<file path="config.mk">
export PLATFORM = sky130hd
export DESIGN_NAME = parity_word_writer
export DESIGN_NICKNAME = d
export VERILOG_FILES = /design/src/rtl/parity_pkg.sv /design/src/rtl/parity_gen.sv /design/src/rtl/parity_word_writer.sv
export SDC_FILE = /design/constraint.sdc
export NUM_CORES = 1
export LEC_CHECK = 0
export BUFFER_PORTS_ARGS = -buffer_cell sky130_fd_sc_hd__buf_2
export CORE_ASPECT_RATIO = 0.7
export CORE_MARGIN = 2
export CORE_UTILIZATION = 52
export CTS_CLUSTER_DIAMETER = 120
export CTS_CLUSTER_SIZE = 10
export DETAILED_ROUTE_END_ITERATION = 10
export GPL_TIMING_DRIVEN = 0
export PLACE_DENSITY = 0.79
export SLEW_MARGIN = 10
export SYNTH_ARGS = -nofsm -noshare
export SYNTH_HDL_FRONTEND = slang
export SYNTH_SLANG_ARGS = --single-unit
</file>
<file path="constraint.sdc">
create_clock -name clk -period 3.1 [get_ports clk]
set_input_delay 0 -clock clk [delete_from_list [all_inputs] [get_ports clk]]
set_output_delay 0 -clock clk [all_outputs]
set_load 0.005 [all_outputs]
</file>
<file path="src/rtl/parity_pkg.sv">
// Shared definitions for the parity-protected word store: widths, writer states
// and the XOR-reduce parity helper used by both the writer and checker paths.
package parity_pkg;

    localparam int DATA_W = 8;
    localparam int WORD_W = DATA_W + 1;
    localparam int DEPTH  = 16;
    localparam int ADDR_W = 4;

    typedef enum logic [1:0] {
        IDLE,
        FILL,
        FULL
    } state_t;

    // Odd number of ones gives 1, matching the checker's compare rule.
    function automatic logic xor_reduce(input logic [DATA_W-1:0] i_d);
        logic r_p;
        r_p = 1'b0;
        for (int i = 0; i < DATA_W; i++) begin
            r_p = r_p ^ i_d[i];
        end
        return r_p;
    endfunction

endpackage

</file>
<file path="src/rtl/parity_gen.sv">
// Combinational XOR tree producing the parity bit of one data byte; shared
// between the store writer and the fetch/parity-check path.
module parity_gen #(
    parameter int DATA_W = parity_pkg::DATA_W
) (
    input  logic [DATA_W-1:0] i_data,
    output logic              o_parity
);

    assign o_parity = ^i_data;

endmodule

</file>
<file path="src/rtl/parity_word_writer.sv">
// Writer side of the parity-protected word store: accepts bytes, appends parity
// and writes {data, parity} words to a two-bank store. Optional ERR_INJECT_EN
// adds err_addr/err_arm to force a parity error at one address.
module parity_word_writer #(
    parameter int DEPTH  = parity_pkg::DEPTH,
    parameter int DATA_W = parity_pkg::DATA_W
) (
    input  logic                       clk,
    input  logic                       reset,
    input  logic                       start,
    input  logic                       in_valid,
    input  logic [DATA_W-1:0]          in_data,
`ifdef ERR_INJECT_EN
    input  logic [$clog2(DEPTH)-1:0]   err_addr,
    input  logic                       err_arm,
`endif
    output logic                       in_ready,
    output logic                       wr_en,
    output logic                       wr_bank,
    output logic [$clog2(DEPTH)-1:0]   wr_addr,
    output logic [DATA_W:0]            wr_data,
    output logic [$clog2(DEPTH):0]     count,
    output logic                       done
);

    import parity_pkg::*;

    localparam int AW    = $clog2(DEPTH);
    localparam int CNT_W = AW + 1;

    state_t             r_state;
    state_t             w_next_state;
    logic [CNT_W-1:0]   r_count;
    logic               r_wr_en;
    logic [AW-1:0]      r_wr_addr;
    logic [DATA_W:0]    r_wr_data;

    logic               w_accept;
    logic               w_last;
    logic               w_parity;
    logic               w_flip;

    parity_gen #(.DATA_W(DATA_W)) u_parity_gen (
        .i_data   (in_data),
        .o_parity (w_parity)
    );

    // start has priority over a byte offered in the same cycle.
    assign w_accept = (r_state == FILL) && in_valid && !start;
    // The low count bits double as the write pointer.
    assign w_last   = (r_count[AW-1:0] == AW'(DEPTH - 1));

`ifdef ERR_INJECT_EN
    assign w_flip = err_arm && (err_addr == r_count[AW-1:0]);
`else
    assign w_flip = 1'b0;
`endif

    // NOTE: sequential state uses <= so every flop samples pre-edge values.
    always_ff @(posedge clk or posedge reset) begin
        if (reset) begin
            r_state <= IDLE;
        end else begin
            r_state <= w_next_state;
        end
    end

    // NOTE: default assigned first so no path through the case infers a latch.
    always_comb begin
        w_next_state = r_state;
        case (r_state)
            IDLE:    if (start) w_next_state = FILL;
            FILL: begin
                if (start) begin
                    w_next_state = FILL;
                end else if (w_accept && w_last) begin
                    w_next_state = FULL;
                end
            end
            FULL:    if (start) w_next_state = FILL;
            default: w_next_state = IDLE;
        endcase
    end

    always_ff @(posedge clk or posedge reset) begin
        if (reset) begin
            r_count   <= '0;
            r_wr_en   <= 1'b0;
            r_wr_addr <= '0;
            r_wr_data <= '0;
        end else begin
            r_wr_en <= w_accept;
            if (start) begin
                r_count <= '0;
            end else if (w_accept) begin
                r_count   <= r_count + 1'b1;
                r_wr_addr <= r_count[AW-1:0];
                r_wr_data <= {in_data, w_parity ^ w_flip};
            end
        end
    end

    assign in_ready = (r_state == FILL);
    assign wr_en    = r_wr_en;
    assign wr_addr  = r_wr_addr;
    assign wr_bank  = r_wr_addr[AW-1];
    assign wr_data  = r_wr_data;
    assign count    = r_count;
    assign done     = (r_count == CNT_W'(DEPTH));

endmodule

</file>
# Word level (Yosys, flattened, before mapping)
# Cells that the tools add are included.
# totals
word_cells	29
input_bits	12
register_bits	21
# op_classes
n_mux	6
add_sub_neg	1
n_eq_ne	6
bitwise_logic	1
reduce_logical	10
# op_table
op	count
5-bit 2-to-1 mux	2
8-bit XOR reduction	1
2-bit 2-to-1 mux	3
5-bit by 1-bit adder with 5-bit output, second input constant	1
5-bit equality test, second input constant	1
4-bit equality test, second input constant	1
2-bit case mux with 2 select lines	1
2-bit AND reduction	2
1-bit logical AND	3
3-bit by 2-bit != test with 1-bit output, second input constant	1
2-bit by 1-bit equality test with 1-bit output, second input constant	1
2-bit equality test, second input constant	1
2-bit logical NOT	1
2-bit by 1-bit != test with 1-bit output, second input constant	1
2-bit nonzero test	1
2-bit OR reduction	1
1-bit logical NOT	1
1-bit NOT	1

# Depth between registers and ports, before layout
# Gate-level depths: netlist of the first run.
# logic_depth
ltp_word	7
depth_mapped	7
ltp_nobuf	5

# Cells and area by module
# From an unflattened synthesis of the first run, not the netlist that was laid out.
# unflattened
hier_cells	74
area_unflattened_um2	1012.2
# by_module_without_submodules
module	instances	seq_area_each_um2	area_each_um2	cells_each
parity_word_writer	1	525.5	950.9	67
parity_gen	1	0.0	61.3	7

# Worst setup path before layout of the first run
# No wires, ideal clock.
# synth_timing
path_type	register -> register
start	register r_state[1]
end	register r_wr_addr[3], in the netlist wr_addr[3]
setup_time_ns	0.125
slack_ns	1.625
path_buffers	3
t_arrival_ns	1.350
t_required_ns	2.975
stages_incl_launch_ff	7
cell_sequence	dfrtp_1 -> and3b_1 -> buf_6 -> nor2b_4 -> buf_6 -> buf_12 -> mux2_4
# synth_via
elab_chain_len	4
# synth_lines
element	line	rtl
start: declaration	parity_word_writer.sv:31	state_t r_state;
start signal: assignment	parity_word_writer.sv:64	r_state <= w_next_state;
2-bit by 1-bit equality test with 1-bit output	parity_word_writer.sv:49	assign w_accept = (r_state == FILL) && in_valid && !start;
1-bit logical AND (2 in series)	parity_word_writer.sv:49	
via w_accept	parity_word_writer.sv:38	logic w_accept;
2-bit AND reduction (no line)	n/a	
end signal: assignment	parity_word_writer.sv:97	r_wr_addr <= r_count[AW-1:0];
end: declaration	parity_word_writer.sv:35	logic [AW-1:0] r_wr_addr;
# The timed path passes the listed nets, and every way through them passes these cells.
# A chain may end at the register's enable or synchronous reset.

# Worst setup path in the final report of the first run
# layout_timing
start	register r_state[1]
end	register r_wr_data[8], in the netlist wr_data[8]
# layout_via
elab_chain_len	4
# layout_lines
element	line	rtl
2-bit by 1-bit equality test with 1-bit output	parity_word_writer.sv:49	
1-bit logical AND (2 in series)	parity_word_writer.sv:49	
via w_accept	parity_word_writer.sv:38	
2-bit AND reduction (no line)	n/a	
end signal: assignment	parity_word_writer.sv:98	r_wr_data <= {in_data, w_parity ^ w_flip};
end: declaration	parity_word_writer.sv:36	logic [DATA_W:0] r_wr_data;
# The timed path passes the listed nets, and every way through them passes these cells.

==> results.json, run 1 <==
{
  "status": "completed",
  "post_cts_buffers": 0,
  "slew_violations": 0,
  "antenna_cells": 0,
  "ios": 34,
  "fin_tns_setup_ns": 0,
  "final_cells": 143,
  "finalClockSkew_ns": 0.00260,
  "post-route-min-period_ns": 1.57,
  "synth_fa_ha_area_share_pct": 2.52,
  "grt_pass1_wl_um": 2820,
  "drive_above_1_share_pct": 44.6,
  "cts_tree": "yes",
  "vias": 690,
  "dp.cells": 129,
  "seq_area_frac_synth_pct": 52.8,
  "drcViolationCount": 0,
  "cp_data_required_time_ns": 3.29,
  "synth_xor_area_share_pct": 9.69,
  "holdPathEnd": "r_state[0]$_DFFE_PP0P_",
  "crit_path_top_delay_cell": "dfrtp_1",
  "path_max_fanout": 10,
  "cts_hold_buf": 10,
  "crit_type": "reg2reg",
  "synth_ff_type": "dfrtp_1",
  "dr.pass1.iters": 2,
  "synth_edf_count": 0,
  "worstPathArrival_ns": 1.76,
  "min-delay-start": "in_valid",
  "fin_crit_sh_pct": 50.5,
  "cts_buffers": 3,
  "cpPeakStageDelay_ns": 0.41,
  "cpMostUsedCell": "buf_6",
  "max_slew.worst_pin.slew_ns": 0.772,
  "worst_setup_path_end_kind": "register",
  "synth-compound-area-share_pct": 3.02,
  "cts_num_sinks": 21,
  "ys_async_sr_fraction_pct": 100,
  "num_rows": 13,
  "reg2reg_from": "r_state[1]$_DFFE_PP0P_",
  "overflow": 0,
  "max_slew_margin_pct": 48.5,
  "ir_worst_vdd_uv": 342,
  "clk_pin_slew_worst_paths_ns": 0.11,
  "fill_cells": 136,
  "r2r-end": "wr_data[8]$_DFFE_PP0P_",
  "root_buffer": "clkbuf_4",
  "ant_nets": 0,
  "core_um2": 1820,
  "synth_top_cell_area_share_pct": 52.8,
  "syn_nets": 88,
  "io_buffer_count": 33,
  "utilization_pct": 72.1,
  "crit_chain": "and3b_1 > buf_6 > nor2b_4 > buf_6 > buf_12 > mux2_4",
  "critPathLaunchType": "register",
  "leakage_uw": 0.000657,
  "min_path_cells": 4,
  "finalPower_uw": 575,
  "synth_area_um2": 995,
  "hold_ws_ns": 0.127,
  "grt_max_degree": 22,
  "avgSynthCellArea_um2": 13.4,
  "worstHoldPathType": "in2reg",
  "cts_resized": 0,
  "initial_core_util_pct": 54.6,
  "ys_ff_latch": 21,
  "wl_per_cell_um": 12.4,
  "die-area_um2": 2280,
  "drv_cap": 0,
  "yosys-mux-area-fraction_pct": 16.2,
  "fp.dieH_um": 40.6,
  "gp_congestion": 0.778,
  "synth_area_leaders": "dfrtp_1, mux2_4, xnor2_1",
  "synth_top_family_by_area": "multiplexers",
  "powerDensity_nw_per_um2": 437,
  "antenna_found_initial": 0,
  "clk_latency_ns": 0.30,
  "wirelength_um": 1780,
  "yosys_warnings": 0,
  "die_w_um": 56.3,
  "clock_path_buffers": 2,
  "hpwl_um": 1320,
  "r2r_cells": 6,
  "yosysTopAreaCell": "dfrtp_1",
  "startpoint": "r_state[1]$_DFFE_PP0P_",
  "clock.fmax_mhz": 639,
  "grt_setup_unrepaired": "false",
  "synth_cells": 74,
  "setup-violations-final": 0,
  "grt_pass1_vias": 627,
  "synthToLayoutAreaGrowth_pct": 32.1,
  "ys_types": 20,
  "routed_via_density": 4.83,
  "rrSetupSlack_ns": 1.53,
  "synthSimpleGateAreaFrac_pct": 9.56,
  "htreeDepth": 1,
  "nNetsFinal": 136,
  "drt_iter0_drc": 5,
  "gr-usage-all-layers_pct": 18.1,
  "hold_violations": 0
}
[Yosys cell counts (2+ instances only)]
cell,n
a21oi_1,4
xor2_1,2
buf_6,2
ha_1,2
nor2b_1,2
inv_1,3
dfrtp_1,21
mux2_4,7
xnor2_1,9
nand4_1,2
nor2_1,7
mux2_2,5
[critical path, delay by kind of cell, from the launching register on]
kind / cells / cell delay, ns
muxes: 1 / 0.30
DFF: 1 / 0.41
and+or+nand+nor: 2 / 0.36
buffers and inverters: 3 / 0.39
[metrics by stage]
stage,worst slack (ns),cell area (um^2)
after detailed placement,1.54,1190
after global routing,1.48,1310
after global placement,1.57,1190
after floorplan,1.62,995
after CTS,1.53,1310
final,1.53,1310
[layer usage]
| metal | part of all wire (%) | GRT usage [%] |
|---|---|---|
| met2 | 46 | 30.6 |
| met1 | 47 | 21.0 |
| met3 | 6.4 | 9.03 |
| met4 | 0.34 | 5.36 |
| met5 | 0 | 0 |
[final cells by class]
class | count | area, um^2 | area share (%)
flip-flops and latches | 21 | 526 | 40.0
multi-input cells | 46 | 408 | 31.0
repair buffers | 43 | 265 | 20.2
plain buffers | 4 | 50.0 | 3.81
well taps | 22 | 27.5 | 2.10
clock buffers | 4 | 26.3 | 2.00
inverters | 3 | 11.3 | 0.857
[worst max-delay path by stage]
| stage | end | depth (start not counted) | slack (ns) |
|---|---|---|---|
| 2_1_floorplan | wr_addr[3]$_DFFE_PP0P_ | 6 | 1.62 |
| 3_3_place_gp | wr_data[1]$_DFFE_PP0P_ | 6 | 1.57 |
| 3_5_place_dp | wr_data[2]$_DFFE_PP0P_ | 6 | 1.54 |
| 4_1_cts | wr_data[2]$_DFFE_PP0P_ | 6 | 1.53 |
| 5_1_grt | wr_data[3]$_DFFE_PP0P_ | 6 | 1.48 |
| 6_report | wr_data[8]$_DFFE_PP0P_ | 6 | 1.53 |
[power breakdown]
| part | internal, uW | switching [uW] | total (uW) | leakage, uW |
|---|---|---|---|---|
| registers | 301 | 16.0 | 317 | 0.000263 |
| clock network | 50.1 | 78.5 | 129 | 0.0000150 |
| logic | 77.7 | 51.5 | 129 | 0.000379 |
| total | 429 | 146 | 575 | 0.000657 |
[layout by cell type, fill, tap and decap left out, drive strengths merged, types with 2 or more instances in the layout]
master	instances
nor2b	3
xor2	2
inv	3
dlygate4sd3	10
mux2	12
xnor2	9
clkbuf	4
nand4	2
buf	37
a21oi	4
nor2	7
dfrtp	21
ha	2
[cell families (layout without fill, tap and decap cells)]
family | after synthesis | in the layout
flip-flops | 21 | 21
AND/OR/NAND/NOR | 16 | 16
multiplexers | 12 | 12
XOR/XNOR | 11 | 11
buffers and inverters | 7 | 54
AO/OA/AOI/OAI | 5 | 5
adder cells (fa/ha/maj) | 2 | 2
[flip-flops by register name, indices dropped and copies added (netlist names)]
signal / count
wr_data: 9
r_state: 2
wr_addr: 4
wr_en: 1
count: 5
(Power assumes the default switching activity.)
==> inputs of run 2 (changes only) <==
--- a/config.mk
+++ b/config.mk
@@ -8,12 +8,12 @@
 export BUFFER_PORTS_ARGS = -buffer_cell sky130_fd_sc_hd__buf_2
 export CORE_ASPECT_RATIO = 0.7
 export CORE_MARGIN = 2
-export CORE_UTILIZATION = 52
+export CORE_UTILIZATION = 43
 export CTS_CLUSTER_DIAMETER = 120
 export CTS_CLUSTER_SIZE = 10
 export DETAILED_ROUTE_END_ITERATION = 10
 export GPL_TIMING_DRIVEN = 0
-export PLACE_DENSITY = 0.79
+export PLACE_DENSITY = 0.7
 export SLEW_MARGIN = 10
 export SYNTH_ARGS = -nofsm -noshare
 export SYNTH_HDL_FRONTEND = slang
==> constraint.sdc (replaced) <==
create_clock -name clk -period 1.4 [get_ports clk]
set_input_delay 0 -clock clk [delete_from_list [all_inputs] [get_ports clk]]
set_output_delay 0 -clock clk [all_outputs]
set_load 0.005 [all_outputs]
==> results.json, run 2 (synthesized netlist as in run 1, its figures left out) <==
{
  "powerDensity_nw_per_um2": 910,
  "final_cell_mix": "buf_2, dfrtp_1, mux2_4, dlygate4sd3_1, xnor2_1",
  "critPathLaunchType": "register",
  "gp_congestion": 0.796,
  "preCtsSetupSlack_ns": -0.154,
  "power_frac_seq_pct": 53.1,
  "antenna_cells": 0,
  "grt_pass1_vias": 740,
  "htreeDepth": 1,
  "crit_type": "reg2reg",
  "final_area_um2": 1460,
  "fin_ws_ns": -0.0746,
  "overflow": 0,
  "worstHoldPathType": "in2reg",
  "grt_pass1_wl_um": 3510,
  "min-delay-start": "start",
  "p_comb_share_pct": 25.4,
  "vias": 734,
  "core_um2": 2170,
  "drv_cap": 0,
  "fin_crit_sh_pct": 105,
  "dr.pass1.iters": 3,
  "root_buffer": "clkbuf_4",
  "setup-violations-final": 12,
  "routed_via_density": 4.56,
  "switching_share_pct": 25.9,
  "regArea_um2": 527,
  "nNetsFinal": 144,
  "r2r-end": "wr_addr[2]$_DFFE_PP0P_",
  "worst_setup_path_end_kind": "register",
  "pwr-share-clk_pct": 21.5,
  "drcViolationCount": 0,
  "initial_core_util_pct": 45.8,
  "rrSetupSlack_ns": -0.07,
  "wl_per_cell_um": 14.0,
  "drt_iter0_drc": 15,
  "drive_above_1_share_pct": 53.5,
  "slew_violations": 0,
  "utilization_pct": 67.2,
  "grt_setup_unrepaired": "true",
  "hpwl_um": 1430,
  "p_int_uw": 986,
  "min_path_cells": 2,
  "ios": 34,
  "reg2reg_from": "r_state[1]$_DFFE_PP0P_",
  "holdPathEnd": "r_state[1]$_DFFE_PP0P_",
  "leakage_uw": 0.000728,
  "cts_buffers": 3,
  "synthToLayoutAreaGrowth_pct": 46.8,
  "antenna_found_initial": 0,
  "gr-usage-all-layers_pct": 18.2,
  "num_rows": 14,
  "ant_nets": 0,
  "hold_violations": 0,
  "max_slew_margin_pct": 49.3,
  "die-area_um2": 2720,
  "cp_data_required_time_ns": 1.59,
  "largest_register_ffs": 9,
  "finalClockSkew_ns": 0.00132,
  "multi_input_area_um2": 457,
  "die_w_um": 61.5,
  "clk_pin_slew_worst_paths_ns": 0.11,
  "clk_latency_ns": 0.30,
  "fin_tns_setup_ns": -0.683,
  "final_common_cell": "buf_2",
  "r2r_cells": 5,
  "worstPathArrival_ns": 1.67,
  "cts_num_sinks": 21,
  "place_area_um2": 1200,
  "clock_path_buffers": 2,
  "io_buffer_count": 33,
  "fill_cells": 182,
  "path_max_fanout": 5,
  "status": "finished with violations",
  "p_sw_uw": 344,
  "wirelength_um": 2250,
  "cts_tree": "yes",
  "max_slew.worst_pin.slew_ns": 0.760,
  "ir_worst_vdd_uv": 659,
  "post-route-min-period_ns": 1.47,
  "grt_max_degree": 22,
  "violations": "negative setup slack",
  "clock.fmax_mhz": 678,
  "fp.dieH_um": 44.2
}
==> run 2: how the worst max path moves through the flow <==
stage / from / end / slack, ns / depth (start not counted)
6_report: r_state[1]$_DFFE_PP0P_ / wr_addr[2]$_DFFE_PP0P_ / -0.07 / 5
3_3_place_gp: r_state[1]$_DFFE_PP0P_ / wr_data[3]$_DFFE_PP0P_ / -0.13 / 6
4_1_cts: r_state[1]$_DFFE_PP0P_ / wr_data[7]$_DFFE_PP0P_ / -0.11 / 6
5_1_grt: r_state[1]$_DFFE_PP0P_ / wr_addr[1]$_DFFE_PP0P_ / -0.12 / 5
3_5_place_dp: r_state[1]$_DFFE_PP0P_ / wr_data[1]$_DFFE_PP0P_ / -0.15 / 6
2_1_floorplan: r_state[1]$_DFFE_PP0P_ / wr_addr[3]$_DFFE_PP0P_ / -0.08 / 6
==> run 2: worst max-delay path, cell delays in order, from the launching register on <==
cell	delay (ns)
dfrtp_1	0.40
and3b_2	0.25
nor2b_4	0.15
buf_6	0.14
buf_6	0.14
mux2_4	0.30
==> run 2: layout make-up <==
| cell class | count | area share, % |
|---|---|---|
| Sequential cell | 21 | 36.1 |
| Multi-Input combinational cell | 46 | 31.3 |
| Timing Repair Buffer | 52 | 24.7 |
| Tap cell | 32 | 2.74 |
| Buffer | 3 | 2.66 |
| Clock buffer | 4 | 1.80 |
| Inverter | 3 | 0.771 |
==> run 2: metal layers <==
metal | GRT usage (%) | share of wire (%) | up-vias | wire [um]
met4 | 5.11 | 0.71 | 0 | 16
li1 | - | - | 352 | -
met5 | 0 | 0 | - | 0
met2 | 29.1 | 50 | 19 | 1140
met3 | 6.14 | 4.5 | 2 | 102
met1 | 23.6 | 44 | 361 | 999
==> run 2: stage by stage <==
| step | hold WS [ns] | total power (uW) | cells |
|---|---|---|---|
| floorplan | -0.0235 | 869 | 74 |
| CTS | 0.0158 | 1340 | 161 |
| finish | 0.0338 | 1330 | 161 |
| global placement | 0.187 | 968 | 139 |
| global route | 0.0141 | 1420 | 161 |
| detailed placement | 0.190 | 982 | 139 |
==> run 2: timing repair <==
action                     4_1_cts  5_1_grt
hold endpoints to repair        34        0
pin swaps                        1        1
gates resized for setup          8        9
hold buffers                    10        0
setup endpoints to repair       13       14
setup buffers                    7        1
cloned                           1        0
==> run 2: power by group through the flow <==
stage          Sequential [uW]  Combinational, uW  Clock, uW
2_1_floorplan              718                151          0
3_3_place_gp               711                256          0
3_5_place_dp               719                264          0
4_1_cts                    704                329        303
5_1_grt                    716                370        337
6_report                   705                338        286
==> inputs of run 3 (changes only) <==
--- a/config.mk
+++ b/config.mk
@@ -5,15 +5,16 @@
 export SDC_FILE = /design/constraint.sdc
 export NUM_CORES = 1
 export LEC_CHECK = 0
+export ABC_AREA = 1
 export BUFFER_PORTS_ARGS = -buffer_cell sky130_fd_sc_hd__buf_2
 export CORE_ASPECT_RATIO = 0.7
 export CORE_MARGIN = 2
-export CORE_UTILIZATION = 43
+export CORE_UTILIZATION = 45
 export CTS_CLUSTER_DIAMETER = 120
 export CTS_CLUSTER_SIZE = 10
 export DETAILED_ROUTE_END_ITERATION = 10
 export GPL_TIMING_DRIVEN = 0
-export PLACE_DENSITY = 0.7
+export PLACE_DENSITY = 0.71
 export SLEW_MARGIN = 10
 export SYNTH_ARGS = -nofsm -noshare
 export SYNTH_HDL_FRONTEND = slang
==> results.json, run 3 <==
{
  "cts_num_sinks": 21,
  "die-area_um2": 2880,
  "antenna_cells": 0,
  "hold_violations": 0,
  "initial_core_util_pct": 49.4,
  "grt_pass1_vias": 930,
  "gp_congestion": 0.739,
  "yosys_warnings": 0,
  "htreeDepth": 1,
  "powerDensity_nw_per_um2": 967,
  "status": "completed",
  "clock_path_buffers": 2,
  "overflow": 0,
  "ys_ff_latch": 21,
  "synth_top_cell_area_share_pct": 47.5,
  "grt_max_degree": 22,
  "root_buffer": "clkbuf_4",
  "utilization_pct": 65.0,
  "ys_types": 22,
  "synth_edf_count": 0,
  "clk_latency_ns": 0.30,
  "crit_type": "reg2reg",
  "core_um2": 2240,
  "gr-usage-all-layers_pct": 18.2,
  "fp.dieH_um": 45.5,
  "avgSynthCellArea_um2": 8.45,
  "max_slew.worst_pin.slew_ns": 0.793,
  "multi_input_area_um2": 469,
  "fin_crit_sh_pct": 91.2,
  "synth_area_leaders": "dfrtp_1, nand2_1, o21ai_2",
  "path_max_fanout": 4,
  "grt_pass1_wl_um": 3960,
  "num_rows": 14,
  "drcViolationCount": 0,
  "io_buffer_count": 33,
  "final_area_um2": 1460,
  "leakage_uw": 0.000809,
  "fin_ws_ns": 0.124,
  "worstPathArrival_ns": 1.48,
  "dp.cells": 196,
  "fill_cells": 212,
  "antenna_found_initial": 0,
  "yosysTopAreaCell": "dfrtp_1",
  "synth_area_um2": 1110,
  "synth.most_common_cell": "nand2_1",
  "synthToLayoutAreaGrowth_pct": 31.5,
  "vias": 965,
  "routed_via_density": 4.55,
  "drive_above_1_share_pct": 32.8,
  "die_w_um": 63.3,
  "seq_area_frac_synth_pct": 47.5,
  "ant_nets": 0,
  "finalClockSkew_ns": 0.00846,
  "slew_violations": 0,
  "ir_worst_vdd_uv": 643,
  "worst_setup_path_end_kind": "register",
  "post-route-min-period_ns": 1.28,
  "wirelength_um": 2300,
  "rrSetupSlack_ns": 0.12,
  "ys_top_cells_by_count": "nand2_1, dfrtp_1, inv_1, o21ai_2, o21ai_0",
  "clk_pin_slew_worst_paths_ns": 0.12,
  "cts_buffers": 3,
  "largest_register_ffs": 9,
  "ys_async_sr_fraction_pct": 100,
  "cts_tree": "yes",
  "max_slew_margin_pct": 47.1,
  "worstHoldPathType": "in2async",
  "nNetsFinal": 195,
  "setup-violations-final": 0,
  "cp_data_required_time_ns": 1.60,
  "synth_ff_type": "dfrtp_1",
  "syn_nets": 145,
  "place_area_um2": 1310,
  "wl_per_cell_um": 10.8,
  "regArea_um2": 526,
  "final_cell_mix": "nand2_1, buf_2, dfrtp_1, inv_1",
  "critPathLaunchType": "register",
  "dr.pass1.iters": 5,
  "drv_cap": 0,
  "ios": 34,
  "clock.fmax_mhz": 784,
  "hpwl_um": 1720,
  "final_cells": 212,
  "synth_cells": 131,
  "drt_iter0_drc": 14,
  "final_common_cell": "nand2_1",
  "preCtsSetupSlack_ns": 0.149,
  "fin_tns_setup_ns": 0
}
run 3: changes by cell type after synthesis, sizes merged, moves of 3 or more:
cell   before  now
inv         3   19
mux2       12    0
nand2       1   54
nand3       0    3
nor2b       3    0
o21ai       0   16
xnor2       9    2
run 3: power breakdown:
part / leakage, uW / internal [uW] / switching [uW]
clock: 0.0000150 / 111 / 175
combinational: 0.000524 / 184 / 204
sequential: 0.000269 / 686 / 49.0
run 3: metrics by stage:
| step | hold WS [ns] | power (uW) |
|---|---|---|
| after CTS | 0.405 | 1420 |
| after detailed placement | 0.201 | 1110 |
| after floorplan | -0.0235 | 962 |
| after global placement | 0.183 | 1100 |
| final | 0.376 | 1410 |
| after global routing | 0.444 | 1510 |
run 3: final cells by class:
class	instances	share of cell area, %
flip-flops and latches	21	36.1
repair buffers	45	19.4
multi-input cells	88	32.2
plain buffers	3	2.66
inverters	19	5.07
well taps	32	2.75
clock buffers	4	1.80
run 3: worst paths after layout:
kind                                        start  depth (start not counted)                      to
max in group asynchronous                   reset                          3  wr_data[3]$_DFFE_PP0P_
min                                         reset                          3    count[4]$_DFFE_PP0P_
max reg2reg                  count[0]$_DFFE_PP0P_                          6    count[4]$_DFFE_PP0P_
min in group clk                            start                          3         wr_en$_DFF_PP0_
min reg2reg                wr_data[6]$_DFFE_PP0P_                          2  wr_data[6]$_DFFE_PP0P_
max                          count[0]$_DFFE_PP0P_                          6    count[4]$_DFFE_PP0P_
run 3: cell families after synthesis:
family / Yosys count / synth area share, %
xor+xnor: 2 / 1.58
fa+ha+maj: 2 / 2.26
simple gates: 63 / 24.2
buf+inv: 22 / 10.2
flops: 21 / 47.5
compound gates: 21 / 14.4
run 3: what timing repair did:
action	CTS	global route
endpoints found under the hold margin	32	0
setup buffers	0	1
endpoints found under the setup margin	0	1
resized for setup	0	2
hold buffers	11	0
run 3: worst max-delay path: stages, from the launching register on:
cell     delay, ns
dfrtp_1       0.43
ha_1          0.21
nand2_1       0.06
nor2_1        0.16
nand3_1       0.11
o21ai_0       0.16
a21oi_1       0.06
run 3: layer usage:
layer / wire length (um) / GRT usage (%) / up-vias
met1: 1080 / 21.2 / 438
met2: 1120 / 34.5 / 20
met3: 74 / 4.70 / 2
met5: 0 / 0 / -
met4: 21 / 5.22 / 0
li1: - / - / 505
